`config.mk`:
```
export PLATFORM = sky130hd
export DESIGN_NAME = mem_ctrl
export DESIGN_NICKNAME = d
export VERILOG_FILES = /design/src/rtl/mem_ctrl_pkg.sv /design/src/rtl/mem_ctrl_arb.sv /design/src/rtl/mem_ctrl.sv
export SDC_FILE = /design/constraint.sdc
export NUM_CORES = 1
export LEC_CHECK = 0
export CORE_ASPECT_RATIO = 1.5
export CORE_MARGIN = 2
export CORE_UTILIZATION = 48
export DETAILED_ROUTE_END_ITERATION = 8
export PLACE_DENSITY_LB_ADDON = 0.05
export SKIP_LAST_GASP = 1
export SYNTH_ARGS = -nofsm -noshare
export SYNTH_HDL_FRONTEND = slang
export SYNTH_SLANG_ARGS = --single-unit
export TNS_END_PERCENT = 30
```
`constraint.sdc`:
```
create_clock -name clk -period 2.95 [get_ports clk]
set_input_delay 0.59 -clock clk [delete_from_list [all_inputs] [get_ports clk]]
set_output_delay 0.59 -clock clk [all_outputs]
set_load 0.01 [all_outputs]
```
`src/rtl/mem_ctrl_pkg.sv`:
```
`default_nettype none
// ============================================================================
//  Module      : mem_ctrl_pkg
//  Description : Shared definitions for the byte-wide memory controller:
//                access-size encodings, FSM state encoding, pipeline control
//                constants and a helper that maps an access size to the index
//                of its last byte.
//  Revision    : 1.0  initial release
// ============================================================================
package mem_ctrl_pkg;

    // Access-size encodings on mem_size (2'b11 behaves as a word).
    localparam logic [1:0] c_SIZE_BYTE = 2'b00;
    localparam logic [1:0] c_SIZE_HALF = 2'b01;
    localparam logic [1:0] c_SIZE_WORD = 2'b10;

    // Index of the last byte of a word access (fetches are always words).
    localparam logic [1:0] c_LAST_WORD = 2'd3;

    // Pipeline control constants shared with the rest of the core.
    localparam logic c_STOP          = 1'b1;
    localparam logic c_NO_STOP       = 1'b0;
    localparam logic c_MEMORY_ENABLE = 1'b1;
    localparam logic c_REORDER       = 1'b1;

    // Controller state encoding.
    typedef enum logic [1:0] {
        ST_IDLE = 2'd0,
        ST_RD   = 2'd1,
        ST_WR   = 2'd2,
        ST_DONE = 2'd3
    } state_t;

    // Byte count minus one for a data access of the given size.
    function automatic logic [1:0] size_last(input logic [1:0] size);
        logic [1:0] last;
        case (size)
            c_SIZE_BYTE: last = 2'd0;
            c_SIZE_HALF: last = 2'd1;
            c_SIZE_WORD: last = c_LAST_WORD;
            default:     last = c_LAST_WORD;
        endcase
        return last;
    endfunction

endpackage
`default_nettype wire

```
`src/rtl/mem_ctrl_arb.sv`:
```
`default_nettype none
// ============================================================================
//  Module      : mem_ctrl_arb
//  Description : Combinational grant logic evaluated while the controller is
//                idle. The data port has priority over instruction fetch. A
//                port that completed in the previous cycle is ignored for one
//                cycle (its requester drops a registered request one cycle
//                late). A fetch flush suppresses a fetch grant.
//  Ports       : i_idle      controller is in IDLE
//                i_if_req    fetch request level
//                i_mem_req   data request level
//                i_if_flush  fetch abort
//                i_cool_if   fetch port completed last cycle
//                i_cool_mem  data port completed last cycle
//                o_grant_if  fetch accepted this cycle
//                o_grant_mem data access accepted this cycle
//  Revision    : 1.0  initial release
// ============================================================================
module mem_ctrl_arb
    import mem_ctrl_pkg::*;
(
    input  logic i_idle,
    input  logic i_if_req,
    input  logic i_mem_req,
    input  logic i_if_flush,
    input  logic i_cool_if,
    input  logic i_cool_mem,
    output logic o_grant_if,
    output logic o_grant_mem
);

    logic w_mem_ok;
    logic w_if_ok;

    assign w_mem_ok = i_idle & i_mem_req & ~i_cool_mem;
    assign w_if_ok  = i_idle & i_if_req & ~i_cool_if & (i_if_flush != c_REORDER);

    assign o_grant_mem = w_mem_ok;
    assign o_grant_if  = w_if_ok & ~w_mem_ok;

endmodule
`default_nettype wire

```
`src/rtl/mem_ctrl.sv`:
```
`default_nettype none
// ============================================================================
//  Module      : mem_ctrl
//  Description : Single-port controller sequencing instruction fetch and data
//                load/store over a byte-wide RAM. Each 1/2/4 byte access is
//                split into consecutive byte cycles; words are assembled and
//                disassembled little-endian. The RAM returns read data one
//                cycle after the address is presented.
//  Config      : MEMCTRL_PERF_EN - when defined, perf_if_cnt / perf_mem_cnt
//                count completed fetches / data accesses; otherwise both
//                outputs are tied to zero.
//  Ports       : clk, rst (async, active-low)
//                if_req/if_addr/if_flush -> if_ready/if_data   fetch port
//                mem_req/mem_we/mem_size/mem_addr/mem_wdata
//                                        -> mem_ready/mem_rdata data port
//                ram_a/ram_dout/ram_wr -> RAM, ram_din <- RAM
//                perf_if_cnt/perf_mem_cnt                     completion counts
//  Revision    : 1.0  initial release
// ============================================================================
module mem_ctrl
    import mem_ctrl_pkg::*;
#(
    parameter int ADDR_W = 32,
    parameter int RD_LAT = 1
)
(
    input  logic              clk,
    input  logic              rst,
    input  logic              if_req,
    input  logic [ADDR_W-1:0] if_addr,
    input  logic              if_flush,
    output logic              if_ready,
    output logic [31:0]       if_data,
    input  logic              mem_req,
    input  logic              mem_we,
    input  logic [1:0]        mem_size,
    input  logic [ADDR_W-1:0] mem_addr,
    input  logic [31:0]       mem_wdata,
    output logic              mem_ready,
    output logic [31:0]       mem_rdata,
    output logic [ADDR_W-1:0] ram_a,
    output logic [7:0]        ram_dout,
    input  logic [7:0]        ram_din,
    output logic              ram_wr,
    output logic [31:0]       perf_if_cnt,
    output logic [31:0]       perf_mem_cnt
);

    // Only a one-cycle RAM read latency is implemented.
    if (RD_LAT != 1) begin : g_rd_lat_unsupported
        $error("mem_ctrl: RD_LAT must be 1");
    end

    state_t            r_state;
    state_t            w_state_nxt;
    logic              r_own_mem;     // 1: data port owns the bus, 0: fetch
    logic              r_we;          // current access is a store
    logic [1:0]        r_last;        // byte count minus one
    logic [1:0]        r_cnt;         // address byte index, saturates at r_last
    logic [1:0]        r_cap;         // next byte lane to capture on reads
    logic              r_cap_vld;     // ram_din carries a requested byte
    logic [ADDR_W-1:0] r_ram_a;
    logic [31:0]       r_wdata;       // store data, shifted down one byte per write
    logic [31:0]       r_buf;         // read assembly buffer, zero-filled on accept
    logic [31:0]       r_if_data;
    logic [31:0]       r_mem_rdata;
    logic              r_cool_if;
    logic              r_cool_mem;

    logic              w_grant_if;
    logic              w_grant_mem;
    logic              w_addr_last;
    logic              w_rd_last;
    logic              w_fetch_abort;
    logic              w_if_ready;
    logic              w_mem_ready;

    mem_ctrl_arb u_arb (
        .i_idle      (r_state == ST_IDLE),
        .i_if_req    (if_req),
        .i_mem_req   (mem_req),
        .i_if_flush  (if_flush),
        .i_cool_if   (r_cool_if),
        .i_cool_mem  (r_cool_mem),
        .o_grant_if  (w_grant_if),
        .o_grant_mem (w_grant_mem)
    );

    assign w_addr_last   = (r_cnt == r_last);
    assign w_rd_last     = r_cap_vld && (r_cap == r_last);
    // A flush only matters while the fetch owns the bus.
    assign w_fetch_abort = !r_own_mem && (if_flush == c_REORDER);

    // ------------------------------------------------------------------
    // State register
    // ------------------------------------------------------------------
    always_ff @(posedge clk or negedge rst) begin
        if (!rst) begin
            r_state <= ST_IDLE;
        end else begin
            r_state <= w_state_nxt;
        end
    end

    // ------------------------------------------------------------------
    // Next state and ready pulses
    // ------------------------------------------------------------------
    always_comb begin
        w_state_nxt = r_state;
        w_if_ready  = 1'b0;
        w_mem_ready = 1'b0;
        case (r_state)
            ST_IDLE: begin
                if (w_grant_mem) begin
                    w_state_nxt = mem_we ? ST_WR : ST_RD;
                end else if (w_grant_if) begin
                    w_state_nxt = ST_RD;
                end
            end
            ST_RD: begin
                // Reads stay here one cycle past the last address so the
                // final byte is captured before DONE.
                if (w_fetch_abort) begin
                    w_state_nxt = ST_IDLE;
                end else if (w_rd_last) begin
                    w_state_nxt = ST_DONE;
                end
            end
            ST_WR: begin
                if (w_addr_last) begin
                    w_state_nxt = ST_DONE;
                end
            end
            ST_DONE: begin
                w_state_nxt = ST_IDLE;
                if (r_own_mem) begin
                    w_mem_ready = 1'b1;
                end else if (!w_fetch_abort) begin
                    w_if_ready = 1'b1;
                end
            end
            default: begin
                w_state_nxt = ST_IDLE;
            end
        endcase
    end

    // ------------------------------------------------------------------
    // Datapath
    // ------------------------------------------------------------------
    always_ff @(posedge clk or negedge rst) begin
        if (!rst) begin
            r_own_mem   <= 1'b0;
            r_we        <= 1'b0;
            r_last      <= 2'd0;
            r_cnt       <= 2'd0;
            r_cap       <= 2'd0;
            r_cap_vld   <= 1'b0;
            r_ram_a     <= '0;
            r_wdata     <= '0;
            r_buf       <= '0;
            r_if_data   <= '0;
            r_mem_rdata <= '0;
            r_cool_if   <= 1'b0;
            r_cool_mem  <= 1'b0;
        end else begin
            r_cool_if  <= w_if_ready;
            r_cool_mem <= w_mem_ready;
            case (r_state)
                ST_IDLE: begin
                    if (w_grant_mem || w_grant_if) begin
                        r_own_mem <= w_grant_mem;
                        r_we      <= w_grant_mem & mem_we;
                        r_ram_a   <= w_grant_mem ? mem_addr : if_addr;
                        r_last    <= w_grant_mem ? size_last(mem_size) : c_LAST_WORD;
                        r_cnt     <= 2'd0;
                        r_cap     <= 2'd0;
                        r_cap_vld <= 1'b0;
                        r_buf     <= '0;
                        if (w_grant_mem && mem_we) begin
                            r_wdata <= mem_wdata;
                        end
                    end
                end
                ST_RD: begin
                    if (!w_addr_last) begin
                        r_cnt   <= r_cnt + 2'd1;
                        r_ram_a <= r_ram_a + ADDR_W'(1);
                    end
                    r_cap_vld <= 1'b1;
                    if (r_cap_vld) begin
                        r_buf[{r_cap, 3'b000} +: 8] <= ram_din;
                        r_cap                       <= r_cap + 2'd1;
                    end
                end
                ST_WR: begin
                    if (!w_addr_last) begin
                        r_cnt   <= r_cnt + 2'd1;
                        r_ram_a <= r_ram_a + ADDR_W'(1);
                        r_wdata <= {8'h00, r_wdata[31:8]};
                    end
                end
                ST_DONE: begin
                    if (w_if_ready) begin
                        r_if_data <= r_buf;
                    end
                    if (w_mem_ready && !r_we) begin
                        r_mem_rdata <= r_buf;
                    end
                end
                default: begin
                end
            endcase
        end
    end

    // During the ready pulse the freshly assembled word is forwarded so the
    // data is valid in the same cycle; afterwards the held copy is shown.
    assign if_ready  = w_if_ready;
    assign mem_ready = w_mem_ready;
    assign if_data   = w_if_ready ? r_buf : r_if_data;
    assign mem_rdata = (w_mem_ready && !r_we) ? r_buf : r_mem_rdata;

    assign ram_a    = r_ram_a;
    assign ram_dout = r_wdata[7:0];
    assign ram_wr   = (r_state == ST_WR) ? c_MEMORY_ENABLE : ~c_MEMORY_ENABLE;

`ifdef MEMCTRL_PERF_EN
    logic [31:0] r_perf_if;
    logic [31:0] r_perf_mem;

    always_ff @(posedge clk or negedge rst) begin
        if (!rst) begin
            r_perf_if  <= '0;
            r_perf_mem <= '0;
        end else begin
            if (w_if_ready) begin
                r_perf_if <= r_perf_if + 32'd1;
            end
            if (w_mem_ready) begin
                r_perf_mem <= r_perf_mem + 32'd1;
            end
        end
    end

    assign perf_if_cnt  = r_perf_if;
    assign perf_mem_cnt = r_perf_mem;
`else
    assign perf_if_cnt  = '0;
    assign perf_mem_cnt = '0;
`endif

endmodule
`default_nettype wire
```
==> summary.txt <==
Status
  – Status: finished, violations left
  – Violations in the final reports: setup timing

Pwr
  – Sequential cell fraction of total power: 32.6%
  – Internal power consumption: 6.78 mW
  – Static leakage: 6.03 nW
  – Peak ir drop on the vdd network: 0.000546 V
  – Net Sw Frac: 40.2%
  – Relative contribution of combinational cells to total power: 48.2%
  – Post-layout total power: 11.3 mW
  – Total power per unit cell area: 900 mW/mm2
  – Clock network fraction of total power: 19.2%
  – Switching component of the power: 4.56 mW

Route
  – Pre-Repair DR Iteration Count: 4
  – Total via count in the routed design: 7687
  – Total wire length after detailed routing: 24800 um
  – Count of nets left with antenna violations after detail routing: 0
  – Post-detailed-route wirelength per cell: 17.2 um
  – Remaining DRCs: 0
  – DR iter-0 viols: 430
  – Via-per-instance ratio: 5.33

Logic synthesis
  – Dominant cell type by area after synthesis: sky130_fd_sc_hd__dfrtp_1
  – Number of distinct library cell variants in the gate-level netlist after synthesis: 62
  – Top cell type's share of synthesized area: 45.2%
  – Mean area per synthesized cell: 10.0 um2
  – Top cells by instance count after synthesis: sky130_fd_sc_hd__dfrtp_1 (173), sky130_fd_sc_hd__nand2_1 (155), sky130_fd_sc_hd__mux2_2 (128)
  – FFs w/ async S/R, synth: 100%
  – Main flop type after synthesis: sky130_fd_sc_hd__dfrtp_1
  – Cell types with the largest area share after synthesis: sky130_fd_sc_hd__dfrtp_1 (45%), sky130_fd_sc_hd__mux2_2 (15%), sky130_fd_sc_hd__nand2_1 (6.1%)
  – Number of flops mapped to enable cells by yosys: 0
  – Cell area after technology mapping: 0.00958 mm2
  – Proportion of synthesized chip area in sequential cells: 45.2%
  – Most common cell in the synthesized netlist: sky130_fd_sc_hd__dfrtp_1
  – Total of flip-flops plus latches after synthesis: 173
  – Yosys warning count: 0
  – Cells after Synth: 958

GRT
  – Pin count of the biggest net entering global routing: 64
  – Antenna violations before repair: 0
  – Wire length of the first global-routing pass: 39300 um
  – Total routing usage reported by global routing: 23.5%
  – Vias in the first global route: 7517
  – Residual overflow from global routing: 0

Floorplan
  – Starting density of the core: 48.6%
  – Die boundary width: 119 um
  – Total I/O pin count: 283
  – Number of standard-cell rows in the floorplan: 63
  – Die footprint: 0.0211 mm2
  – Die span in y: 177 um
  – Total core area: 0.0197 mm2

Worst setup path
  – Type of the worst setup path: reg -> out
  – Worst r2r src: r_state[0]$_DFFE_PN0P_
  – CP Data Arrival Time: 2.43 ns
  – Maximum fanout count along the critical path: 21
  – Kind of capture point of the worst setup path: output pin
  – Cell with the largest stage delay on the worst path: sky130_fd_sc_hd__clkdlybuf4s50_1
  – Cell Chain, Critical Path: ha_2, and2_2, nand2b_4, buf_12, mux2_2, clkdlybuf4s50_1
  – Category of the worst setup path launch point: flip-flop
  – Startpoint of the most critical setup path: r_state[0]$_DFFE_PN0P_
  – Data required time of the critical path: 2.36 ns
  – Largest stage delay on the critical path: 0.49 ns

STA
  – Hold Vio Cnt, Final: 0
  – Finish-stage setup viols: 23
  – Worst-case headroom to the max-slew limit: 33.0%
  – Final period util: 102%
  – Setup WS post-layout: -0.0689 ns
  – Setup repair after global routing missed its margin: true
  – Maximum clock rate: 331 MHz
  – Clock skew: 0.0160 ns
  – Max Slew Vio Count: 0
  – Slew at the pin closest to its max-slew limit: 1.01 ns
  – Crit path time final: 3.02 ns

Final layout
  – Nets@finish: 1291
  – Inserted Diodes: 0
  – Fraction of layout cells with a size suffix above 1: 18.0%
  – Signed area change from the synthesized netlist to the final layout: 31.5%
  – Cell Count, Final, Fillers Out: 1441
  – Fill cell instance count of the final layout: 1688

CTS
  – CTS Root Buffer Type: sky130_fd_sc_hd__clkbuf_16
  – Clk slew on worst S/H paths: 0.07 ns
  – Maximum root-to-sink buffer count: 2
  – CTS tree: yes
  – Skew-Pair Late Insertion Delay: 0.43 ns
  – TritonCTS Buffers: 17
  – Hold buffer count at CTS: 0
  – Clock tree sinks: 173
  – H-tree levels: 4

Placement
  – Placed cell count: 1402
  – Port Buf Inserts: 218
  – HPWL after DPL: 17700 um
  – Gpl congestion: 0.835

Min path
  – Class of the most critical hold timing path: in -> async

Run
  – Number of maximum-capacitance constraint violations: 0
layout by cell type (no fill, tap or decap), types with 6 or more instances in the layout:
| cell | n |
|---|---|
| sky130_fd_sc_hd__clkdlybuf4s50_1 | 185 |
| sky130_fd_sc_hd__dfrtp_1 | 173 |
| sky130_fd_sc_hd__nand2_1 | 155 |
| sky130_fd_sc_hd__mux2_2 | 128 |
| sky130_fd_sc_hd__o21ai_0 | 80 |
| sky130_fd_sc_hd__conb_1 | 64 |
| sky130_fd_sc_hd__mux2i_1 | 33 |
| sky130_fd_sc_hd__a21oi_1 | 32 |
| sky130_fd_sc_hd__nand3_1 | 30 |
| sky130_fd_sc_hd__buf_4 | 29 |
| sky130_fd_sc_hd__nor2_1 | 23 |
| sky130_fd_sc_hd__dlygate4sd2_1 | 18 |
| sky130_fd_sc_hd__clkbuf_16 | 17 |
| sky130_fd_sc_hd__a221o_1 | 16 |
| sky130_fd_sc_hd__inv_1 | 14 |
| sky130_fd_sc_hd__nand4_1 | 14 |
| sky130_fd_sc_hd__dlymetal6s2s_1 | 14 |
| sky130_fd_sc_hd__a22o_1 | 11 |
| sky130_fd_sc_hd__nor4_1 | 10 |
| sky130_fd_sc_hd__ha_1 | 9 |
| sky130_fd_sc_hd__nor3_1 | 7 |
| sky130_fd_sc_hd__or3_1 | 6 |
| sky130_fd_sc_hd__inv_8 | 6 |
| sky130_fd_sc_hd__buf_12 | 6 |
area by class of cell:
| class | count | area, um2 | area share, % |
|---|---|---|---|
| tap | 260 | 325 | 2.58 |
| clock buffer | 19 | 443 | 3.52 |
| sequential | 173 | 4330 | 34.4 |
| inverter | 15 | 56.3 | 0.447 |
| multi-input combinational | 703 | 4700 | 37.3 |
| clock inverter | 13 | 125 | 0.993 |
| timing repair buffer | 258 | 2630 | 20.8 |
critical path, delay by kind of cell, from the launching register on:
family	cells	cell delay [ns]
adder cells (fa/ha/maj)	1	0.21
AND/OR/NAND/NOR	2	0.37
flip-flops	1	0.40
multiplexers	1	0.35
buffers and inverters	2	0.67
power by group through the flow:
stage | combinational, mW | clock, mW | sequential, mW
6_report | 5.47 | 2.17 | 3.70
5_1_grt | 6.01 | 2.32 | 3.80
4_1_cts | 5.51 | 2.24 | 3.69
3_5_place_dp | 5.39 | 0 | 3.74
3_3_place_gp | 5.32 | 0 | 3.72
2_1_floorplan | 3.42 | 0 | 3.64
logic make-up (layout without fill, tap and decap cells):
| family | after synthesis | after routing | synth area share, % |
|---|---|---|---|
| simple gates | 282 | 282 | 13.8 |
| buf+inv | 145 | 305 | 8.58 |
| flops | 173 | 173 | 45.2 |
| xor+xnor | 4 | 4 | 0.365 |
| fa+ha+maj | 11 | 11 | 1.44 |
| mux | 161 | 161 | 18.5 |
| other cells | 1 | 64 | 0.0391 |
| compound gates | 181 | 181 | 12.2 |
metrics by stage:
step	setup slack [ns]	setup TNS, ns	hold WS (ns)	instance area [um2]	util (%)
after global routing	-0.184	-4.68	0.118	12600	63.9
after global placement	-0.0700	-2.02	0.450	11900	60.4
after detailed placement	-0.151	-4.20	0.460	11900	60.4
after CTS	-0.178	-5.83	0.0942	12500	63.6
after floorplan	0.393	0	0.294	9820	-
final	-0.0689	-1.11	0.0964	12600	63.9
timing repair:
item                                    in CTS  in global routing
resized for setup                           20                 18
endpoints found under the setup margin      64                 55
gates cloned                                 2                  1
setup buffers                                3                  1
pin swaps                                    0                  1
per-layer routing:
metal,up-vias,track usage [%],part of all wire (%)
li1,3703,-,-
met1,3717,26.8,37
met2,228,43.2,55
met3,39,4.67,4.7
met4,0,8.92,3.0
met5,-,0,0
state kept, by name (all words and copies together) (netlist names), 2 cells and up:
name,cells
r_buf,32
r_cnt,2
ram_a,32
r_mem_rdata,32
r_state,2
r_last,2
r_if_data,32
r_wdata,32
r_cap,2
final timing paths:
check,endpoint,slack (ns),cells after the start
worst max-delay path,mem_rdata[29],-0.07,6
worst min-delay path,r_mem_rdata[23]$_DFFE_PN0N_,0.1,1
worst max register to register,r_wdata[23]$_DFFE_PN0P_,0.42,7
worst min register to register,r_wdata[3]$_DFFE_PN0P_,0.48,2
max in group asynchronous,r_mem_rdata[3]$_DFFE_PN0N_,2.13,2
min in group clk,r_wdata[3]$_DFFE_PN0P_,0.48,2
Note: power is estimated with default switching activity, not from simulation.
